File: src/rtl/matmul_seq.sv
// Sequencer for an N x N x N matrix multiply: A/B read addresses, MAC strobes, C write strobes.
// Optional macro MATMUL_SEQ_START_EDGE_EN: treat start as a level and trigger on its rising edge.
module matmul_seq #(
  parameter int N  = 4,
  parameter int AW = $clog2(N)
) (
  input  logic            clk,
  input  logic            rst_n,
  input  logic            start,
  output logic [2*AW-1:0] a_addr,
  output logic [2*AW-1:0] b_addr,
  output logic            addr_vld,
  output logic            mac_en,
  output logic            mac_clr,
  output logic            c_we,
  output logic [2*AW-1:0] c_addr,
  output logic            busy,
  output logic            done
);

  localparam int CW = 2 * AW;

  typedef enum logic [1:0] {S_IDLE, S_RUN, S_DRAIN, S_DONE} state_t;

  state_t          r_state;
  logic [AW-1:0]   r_i, r_j, r_k;
  logic            r_drain;
  logic            r_addr_vld, r_busy, r_done;
  logic [CW-1:0]   r_a_addr, r_b_addr;
  logic            r_mac_en, r_mac_clr, r_we_p1, r_c_we;
  logic [CW-1:0]   r_caddr_p1, r_c_addr;
  logic [AW-1:0]   w_i_nxt, w_j_nxt, w_k_nxt;
  logic            w_last_i, w_last_j, w_last_k;
  logic            w_trig;

  function automatic logic [CW-1:0] flat_idx(input logic [AW-1:0] row, input logic [AW-1:0] col);
    flat_idx = CW'(row) * CW'(N) + CW'(col);
  endfunction

`ifdef MATMUL_SEQ_START_EDGE_EN
  logic r_start_s1, r_start_s2;

  // Register the raw level and keep one previous sample for rising-edge detection.
  always_ff @(posedge clk or negedge rst_n) begin
    if (!rst_n) begin
      r_start_s1 <= 1'b0;
      r_start_s2 <= 1'b0;
    end else begin
      r_start_s1 <= start;
      r_start_s2 <= r_start_s1;
    end
  end

  assign w_trig = r_start_s1 & ~r_start_s2;
`else
  assign w_trig = start;
`endif

  assign w_last_i = (r_i == AW'(N - 1));
  assign w_last_j = (r_j == AW'(N - 1));
  assign w_last_k = (r_k == AW'(N - 1));

  // k is innermost, then j, then i.
  always_comb begin
    w_k_nxt = r_k + AW'(1);
    w_j_nxt = r_j;
    w_i_nxt = r_i;
    if (w_last_k) begin
      w_k_nxt = '0;
      if (w_last_j) begin
        w_j_nxt = '0;
        w_i_nxt = r_i + AW'(1);
      end else begin
        w_j_nxt = r_j + AW'(1);
      end
    end else begin
      w_j_nxt = r_j;
    end
  end

  // Control FSM; addresses are registered from the next loop indices.
  always_ff @(posedge clk or negedge rst_n) begin
    if (!rst_n) begin
      r_state    <= S_IDLE;
      r_i        <= '0;
      r_j        <= '0;
      r_k        <= '0;
      r_drain    <= 1'b0;
      r_addr_vld <= 1'b0;
      r_a_addr   <= '0;
      r_b_addr   <= '0;
      r_busy     <= 1'b0;
      r_done     <= 1'b0;
    end else begin
      case (r_state)
        S_IDLE: begin
          r_done <= 1'b0;
          if (w_trig) begin
            r_state    <= S_RUN;
            r_i        <= '0;
            r_j        <= '0;
            r_k        <= '0;
            r_addr_vld <= 1'b1;
            r_a_addr   <= '0;
            r_b_addr   <= '0;
            r_busy     <= 1'b1;
          end else begin
            r_state <= S_IDLE;
          end
        end
        S_RUN: begin
          if (w_last_i && w_last_j && w_last_k) begin
            r_state    <= S_DRAIN;
            r_i        <= '0;
            r_j        <= '0;
            r_k        <= '0;
            r_drain    <= 1'b0;
            r_addr_vld <= 1'b0;
            r_a_addr   <= '0;
            r_b_addr   <= '0;
          end else begin
            r_i      <= w_i_nxt;
            r_j      <= w_j_nxt;
            r_k      <= w_k_nxt;
            r_a_addr <= flat_idx(w_i_nxt, w_k_nxt);
            r_b_addr <= flat_idx(w_k_nxt, w_j_nxt);
          end
        end
        S_DRAIN: begin
          if (r_drain) begin
            r_state <= S_DONE;
            r_done  <= 1'b1;
            r_busy  <= 1'b0;
          end else begin
            r_drain <= 1'b1;
          end
        end
        S_DONE: begin
          r_done  <= 1'b0;
          r_state <= S_IDLE;
        end
        default: begin
          r_state    <= S_IDLE;
          r_addr_vld <= 1'b0;
          r_busy     <= 1'b0;
          r_done     <= 1'b0;
        end
      endcase
    end
  end

  // Two-stage strobe pipeline aligned to 1-cycle RAM read and MAC accumulate.
  always_ff @(posedge clk or negedge rst_n) begin
    if (!rst_n) begin
      r_mac_en   <= 1'b0;
      r_mac_clr  <= 1'b0;
      r_we_p1    <= 1'b0;
      r_caddr_p1 <= '0;
      r_c_we     <= 1'b0;
      r_c_addr   <= '0;
    end else begin
      r_mac_en   <= r_addr_vld;
      r_mac_clr  <= r_addr_vld & (r_k == '0);
      r_we_p1    <= r_addr_vld & w_last_k;
      r_caddr_p1 <= r_addr_vld ? flat_idx(r_i, r_j) : '0;
      r_c_we     <= r_we_p1;
      r_c_addr   <= r_caddr_p1;
    end
  end

  assign a_addr   = r_a_addr;
  assign b_addr   = r_b_addr;
  assign addr_vld = r_addr_vld;
  assign mac_en   = r_mac_en;
  assign mac_clr  = r_mac_clr;
  assign c_we     = r_c_we;
  assign c_addr   = r_c_addr;
  assign busy     = r_busy;
  assign done     = r_done;

endmodule

File: config.mk
export PLATFORM = sky130hd
export DESIGN_NAME = matmul_seq
export DESIGN_NICKNAME = d
export VERILOG_FILES = /design/src/rtl/matmul_seq.sv
export SDC_FILE = /design/constraint.sdc
export NUM_CORES = 1
export LEC_CHECK = 0
export CORE_MARGIN = 2
export CORE_UTILIZATION = 50
export CTS_CLUSTER_DIAMETER = 60
export DETAILED_ROUTE_END_ITERATION = 7
export GPL_TIMING_DRIVEN = 0
export PLACE_DENSITY = 0.83
export SLEW_MARGIN = 20
export SYNTH_ARGS = -nofsm -noshare
export SYNTH_HDL_FRONTEND = slang
export SYNTH_SLANG_ARGS = --single-unit
File: constraint.sdc
create_clock -name clk -period 3.6 [get_ports clk]
set_clock_uncertainty 0.1 [all_clocks]
set_input_delay 0.9 -clock clk [delete_from_list [all_inputs] [get_ports clk]]
set_output_delay 0.9 -clock clk [all_outputs]
set_load 0.02 [all_outputs]
==> summary.txt, run 1 <==
Clock tree
  – TritonCTS buffer count: 3
  – Later-pin clock latency in the skew report: 0.33 ns
  – Clk buf depth: 2
  – CTS root buf: clkbuf_4
  – Clk slew on worst S/H paths: 0.12 ns
  – H-tree Lvls: 1
  – Post-CTS Setup Bufs: 0
  – CTS Hold Buffers Added: 0
  – TritonCTS clock tree: built
  – Post-cts repair resize count: 0
  – Clock Sinks: 24

Floorplanning
  – Die area: 2680 um^2
  – Cell Rows: 17
  – Die H: 51.77 um
  – Core region area: 2191 um^2
  – Starting density of the core: 52.08%
  – I/O pin total: 21
  – Die W: approximately 52 um

Min path
  – Worst min path class: reg2reg

Layout
  – Layout cells sized above 1: 14.66%
  – Diode count: 0
  – Layout area overhead: 24.78%
  – Nets: ~130

Synthesis
  – Area leader, netlist: dfrtp_1
  – Top cells by count, synth: dfrtp_1 (24), ha_1 (8), inv_1 (7)
  – Top cells by area, synth: dfrtp_1 (53%), ha_1 (8.8%), and2_1 (3.3%)
  – Top cell type's share of synthesized area: 52.63%
  – Post-synthesis async set-or-reset flop share: 100.0%
  – Syn nets: 103
  – Post-synthesis sequential area ratio: 52.63%
  – Netlist cell types: 31
  – Most frequent cell after synthesis: dfrtp_1
  – Most used DFF post-synth: dfrtp_1
  – Mean Syn Cell Area: 12.40 um^2
  – Synth warn: 0
  – Cells after Synth: ~90
  – Synth Cell Area: 1141 um^2
  – Post-synth EDFFs: 0
  – FF+latch count, synth: 24

Worst setup path
  – CP Max Fanout: 10
  – Critical Path Start Type: register
  – Crit path DAT: 1.51 ns
  – Worst EP required: 2.60 ns
  – CP top delay family: buffers and inverters
  – Worst Setup Path Type: reg2out
  – Cells along the critical path: clkdlybuf4s50_1
  – Crit path buf inv count: 1
  – Slowest-stage cell, CP: clkdlybuf4s50_1
  – Largest stage delay, worst path: 0.67 ns
  – Crit path capture type: output pin

Global route
  – Antenna violations before repair: 0
  – First-pass GRT wire length: ~3.3 mm
  – Overall routing resource usage: 17.19%
  – Vias in the first global route: 769
  – GRT overflow: 0
  – Largest net degree at the start of global routing: 25

Timing
  – Fmax: approximately 0.40 GHz
  – RSZ-0062 raised after global routing: no
  – Final hold vios: 0
  – Fin Setup TNS: 0 ns
  – Final setup viols: 0
  – Final period util: 69.68%
  – Setup ws final: 1.092 ns
  – Pin slew with the least headroom to its limit: 0.5265 ns
  – Min Tclk post-route: 2.508 ns
  – Pins Over Slew Limit: 0
  – Worst rel slew slack: 64.90%

Drt
  – Routed WL per cell: 13.65 um
  – 1st-pass router iterations: 4
  – Vias: 759
  – Residual DRC: 0
  – Starting DRT DRC Count: 5
  – Total Wirelength: 1.966 mm
  – DR vias/cell: between 5 and 6
  – Post-route antenna net violation count: 0

Placement
  – Port bufs: 20
  – DPL Wire Length: roughly 1.4 mm
  – GPL Wtd Cong: 0.7233
  – Worst slack, placed: 1.165 ns

Power
  – Power, Total: 0.001051 W
  – P_leak: between 0.6 and 0.7 nW
  – PwrDens: 737.8 nW/um^2
  – Peak supply drop: ~0.61 mV

Outcome
  – Outcome: completed

Flow run
  – Max_cap viols: 0
path summary, 6_finish.rpt:
check	startpoint	endpoint	slack [ns]	cells past startpoint
hold / removal	r_caddr_p1[0]	c_addr[0]	0.26	0
setup / recovery	addr_vld	addr_vld	1.09	1
min in group asynchronous	rst_n	r_caddr_p1[1]	0.42	1
hold reg to reg	r_caddr_p1[0]	c_addr[0]	0.26	0
max in group asynchronous	rst_n	r_caddr_p1[2]	2.61	1
setup reg to reg	r_j[0]	r_state[1]	1.80	4
power breakdown:
part	switching (W)	internal, W
sequential	0.0000463	0.000327
combinational	0.000233	0.000249
clock	0.0000826	0.000113
total	0.000362	0.000688
registers in the layout, summed over array words and instances, names as in the netlist, 2 cells and up:
| signal | cells |
|---|---|
| r_i | 2 |
| r_caddr_p1 | 4 |
| c_addr | 4 |
| r_state | 2 |
metal layers:
metal  up-vias  global-route usage [%]  wire length, um
li1        367                       -                -
met1       372                   18.46              834
met2        17                   31.84             1019
met3         3                   6.322               96
met4         0                   3.947               16
met5         -                       0                0
layout by cell type (no fill, tap or decap):
| master | n |
|---|---|
| nand2b_1 | 2 |
| a32o_1 | 2 |
| nor4bb_1 | 1 |
| nand2_4 | 1 |
| buf_6 | 2 |
| o21ai_0 | 4 |
| and2b_1 | 1 |
| a21o_1 | 1 |
| nor2b_1 | 2 |
| mux2i_1 | 2 |
| dfrtp_1 | 24 |
| mux2i_4 | 1 |
| o21ba_2 | 1 |
| clkbuf_4 | 3 |
| a21oi_1 | 3 |
| a21oi_2 | 2 |
| buf_4 | 2 |
| clkdlybuf4s50_1 | 19 |
| o31a_1 | 1 |
| a211oi_1 | 1 |
| mux2_1 | 3 |
| and2_1 | 6 |
| nand2_1 | 6 |
| nor2_1 | 1 |
| a222oi_1 | 1 |
| a2111oi_2 | 1 |
| bufinv_16 | 1 |
| a22o_1 | 2 |
| inv_1 | 7 |
| nand3_2 | 1 |
| buf_2 | 1 |
| ha_1 | 8 |
| o211ai_1 | 1 |
| mux2_2 | 1 |
| nand3_1 | 1 |
cell families (layout without fill, tap and decap cells):
kind of cell             after synthesis  count (layout)  synth area share, %
flip-flops                            24              24                52.63
AND/OR/NAND/NOR                       22              22                11.62
AO/OA/AOI/OAI                         20              20                13.71
buffers and inverters                 11              35                5.592
adder cells (fa/ha/maj)                8               8                8.772
multiplexers                           7               7                7.675
final cells by class:
cell class	instances	area (um^2)
multi-input combinational	57	476.7
sequential	24	600.6
clock buffer	3	22.52
fill	181	767.0
clock inverter	1	30.03
tap	28	35.03
buffer	4	37.54
inverter	7	26.28
timing repair buffer	20	195.2
metrics by stage:
| stage | hold WS [ns] | utilization (%) | cells | instance area, um^2 |
|---|---|---|---|---|
| after floorplan | 0.2312 | - | 92 | 1141 |
| after global placement | 0.2325 | 62.82 | 140 | 1376 |
| after detailed placement | 0.2347 | 62.82 | 140 | 1376 |
| after CTS | 0.2650 | 65.22 | 144 | 1429 |
| after global routing | 0.2809 | 64.99 | 144 | 1424 |
| final | 0.2625 | 64.99 | 144 | 1424 |
No activity file was read; power rests on OpenSTA's default activity.
==> run 2: changes to the inputs <==
- CORE_UTILIZATION: 50 -> 45
- PLACE_DENSITY: 0.83 -> 0.79
- clock period: 3.6 -> 2.2 ns (I/O delays scaled with it)
==> summary.txt, run 2 (synthesized netlist as in run 1, its figures left out) <==
Outcome
  – Outcome: completed

Timing
  – Final setup viols: 0 (unchanged)
  – Min Tclk post-route: 2.101 ns
  – Fin Setup TNS: 0 ns (unchanged)
  – Minimum hold slack: 0.08522 ns (-0.1773 ns)
  – Pins Over Slew Limit: 0 (unchanged)
  – Final period util: 95.49%
  – Final hold vios: 0 (unchanged)
  – Pin slew with the least headroom to its limit: 0.5168 ns (-0.009755 ns)
  – Worst rel slew slack: 65.55% (+0.65 points)
  – Setup ws final: 0.09920 ns (-0.9924 ns)
  – RSZ-0062 raised after global routing: no
  – Fmax: approximately 0.48 GHz

Layout
  – Seq. cell area: 603.1 um^2 (+0.42%)
  – Most frequent cells in the layout: dfrtp_1 (22), clkdlybuf4s50_1 (18), ha_1 (8)
  – FILL cells: 205 (+13%)
  – Finished Core Util: 58.18% (-6.8 points)
  – Multi-input logic area: 476.7 um^2 (unchanged)
  – Post-route non-filler standard cell count: 146 (+1.4%)
  – Layout area overhead: 24.01%
  – Most common cell after layout, fill and taps aside: dfrtp_1
  – Layout cells sized above 1: 16.38% (+1.7 points)
  – Nets: 128 (unchanged)
  – Diode count: 0 (unchanged)

Placement
  – Worst slack, placed: 0.1344 ns (-1.030 ns)
  – DPL Wire Length: 1.381 mm (-3.4%)
  – Placed Instances: 142 (+1.4%)
  – GPL Wtd Cong: 0.7234 (about the same)
  – Port bufs: 20 (unchanged)

Clock tree
  – Clk buf depth: 2 (unchanged)
  – TritonCTS clock tree: built
  – Clk slew on worst S/H paths: 0.13 ns (about the same)
  – H-tree Lvls: 1 (unchanged)
  – CTS root buf: clkbuf_4
  – TritonCTS buffer count: 3 (unchanged)
  – Clock Sinks: 24 (unchanged)
  – Later-pin clock latency in the skew report: 0.31 ns (-0.02 ns)
  – CTS Hold Buffers Added: 0 (unchanged)

Power
  – Sequential power share: 37.9% (+2.4 points)
  – Switching Share: 35.46% (+0.99 points)
  – PwrDens: 1141 nW/um^2 (+55%)
  – P_leak: 0.6698 nW (+0.60%)
  – Peak supply drop: 0.8052 mV (+33%)
  – Int Power: 0.001042 W (+51%)
  – Comb pwr share: 48.0% (+2.1 points)
  – Clock power frac: 14.0% (-4.6 points)
  – Net Switching: 0.0005727 W (+58%)

Min path
  – Worst min path class: in2async

Worst setup path
  – CP top delay family: buffers and inverters
  – Cells along the critical path: buf_4 > clkdlybuf4s50_1
  – Crit path DAT: 1.45 ns (-0.06 ns)
  – Largest stage delay, worst path: 0.58 ns (-0.09 ns)
  – Critical Path Start Type: register
  – CP Max Fanout: 5 (-5)
  – Crit path buf inv count: 2 (+1)
  – Crit path capture type: output pin
  – Worst Setup Path Type: reg2out
  – Worst EP required: 1.55 ns (-1.05 ns)
  – Slowest-stage cell, CP: clkdlybuf4s50_1

Global route
  – First-pass GRT wire length: 3.125 mm (-5.8%)
  – Vias in the first global route: 724 (-5.9%)
  – Largest net degree at the start of global routing: 25 (unchanged)
  – GRT overflow: 0 (unchanged)
  – Overall routing resource usage: 14.97% (-2.2 points)
  – Antenna violations before repair: 0 (unchanged)

Floorplanning
  – I/O pin total: 21 (unchanged)
  – Starting density of the core: 46.91% (-5.2 points)
  – Core region area: 2432 um^2 (+11%)
  – Die area: 2954 um^2 (+10%)
  – Die W: 54.36 um (+5.0%)
  – Die H: 54.36 um (+5.0%)
  – Cell Rows: 18 (+1)

Drt
  – Residual DRC: 0 (unchanged)
  – Routed WL per cell: 12.47 um (-8.7%)
  – Starting DRT DRC Count: 8 (+3)
  – Vias: 749 (-1.3%)
  – 1st-pass router iterations: 4 (unchanged)
  – Post-route antenna net violation count: 0 (unchanged)
  – DR vias/cell: 5.130 (-2.7%)
  – Total Wirelength: 1.820 mm (-7.4%)

Flow run
  – Max_cap viols: 0 (unchanged)
## run 2: power by group through the flow
stage          clock network [W]  logic [W]  registers [W]
6_report                0.000227   0.000776       0.000612
5_1_grt                 0.000262   0.000861       0.000626
4_1_cts                 0.000241   0.000791       0.000611
3_5_place_dp                   0   0.000788       0.000621
3_3_place_gp                   0   0.000768       0.000615
2_1_floorplan                  0   0.000477       0.000684
## run 2: final cells by class
cell class                      count  area share, %
Sequential cell                    24          42.62
Multi-Input combinational cell     57          33.69
Timing Repair Buffer               20          13.97
Buffer                              4          2.653
Tap cell                           30          2.653
Clock buffer                        4          2.564
Inverter                            7          1.857
## run 2: metrics by stage
step | cell area (um^2) | total power, W
floorplan | 1141 | 0.001161
global placement | 1379 | 0.001384
detailed placement | 1379 | 0.001409
CTS | 1415 | 0.001642
global route | 1415 | 0.001749
finish | 1415 | 0.001615
## run 2: path summary, 6_finish.rpt
| path | startpoint | end | slack, ns | depth (start not counted) |
|---|---|---|---|---|
| setup reg to reg | r_state[0] | r_i[0] | 0.48 | 6 |
| hold reg to reg | r_caddr_p1[2] | c_addr[2] | 0.27 | 0 |
| hold / removal | rst_n | busy | 0.09 | 1 |
| min in group clk | r_caddr_p1[2] | c_addr[2] | 0.27 | 0 |
| max in group asynchronous | rst_n | addr_vld | 1.55 | 1 |
| setup / recovery | a_addr[1] | b_addr[3] | 0.1 | 2 |
## run 2: layer usage
metal	global-route usage, %	share of wire, %
met4	2.500	0.22
met3	5.738	5.3
met5	0	0
met2	26.31	51
met1	17.51	44
## run 2: repair_timing
item	4_1_cts	5_1_grt
setup buffers	0	0
setup endpoints to repair	0	3
resized for setup	0	3
endpoints found under the hold margin	0	0
## run 2: worst reg2reg max path: stages (launching register included)
cell	delay [ns]
dfrtp_1	0.40
inv_1	0.07
ha_1	0.21
buf_6	0.14
mux2i_4	0.19
a21oi_2	0.16
mux2_1	0.33
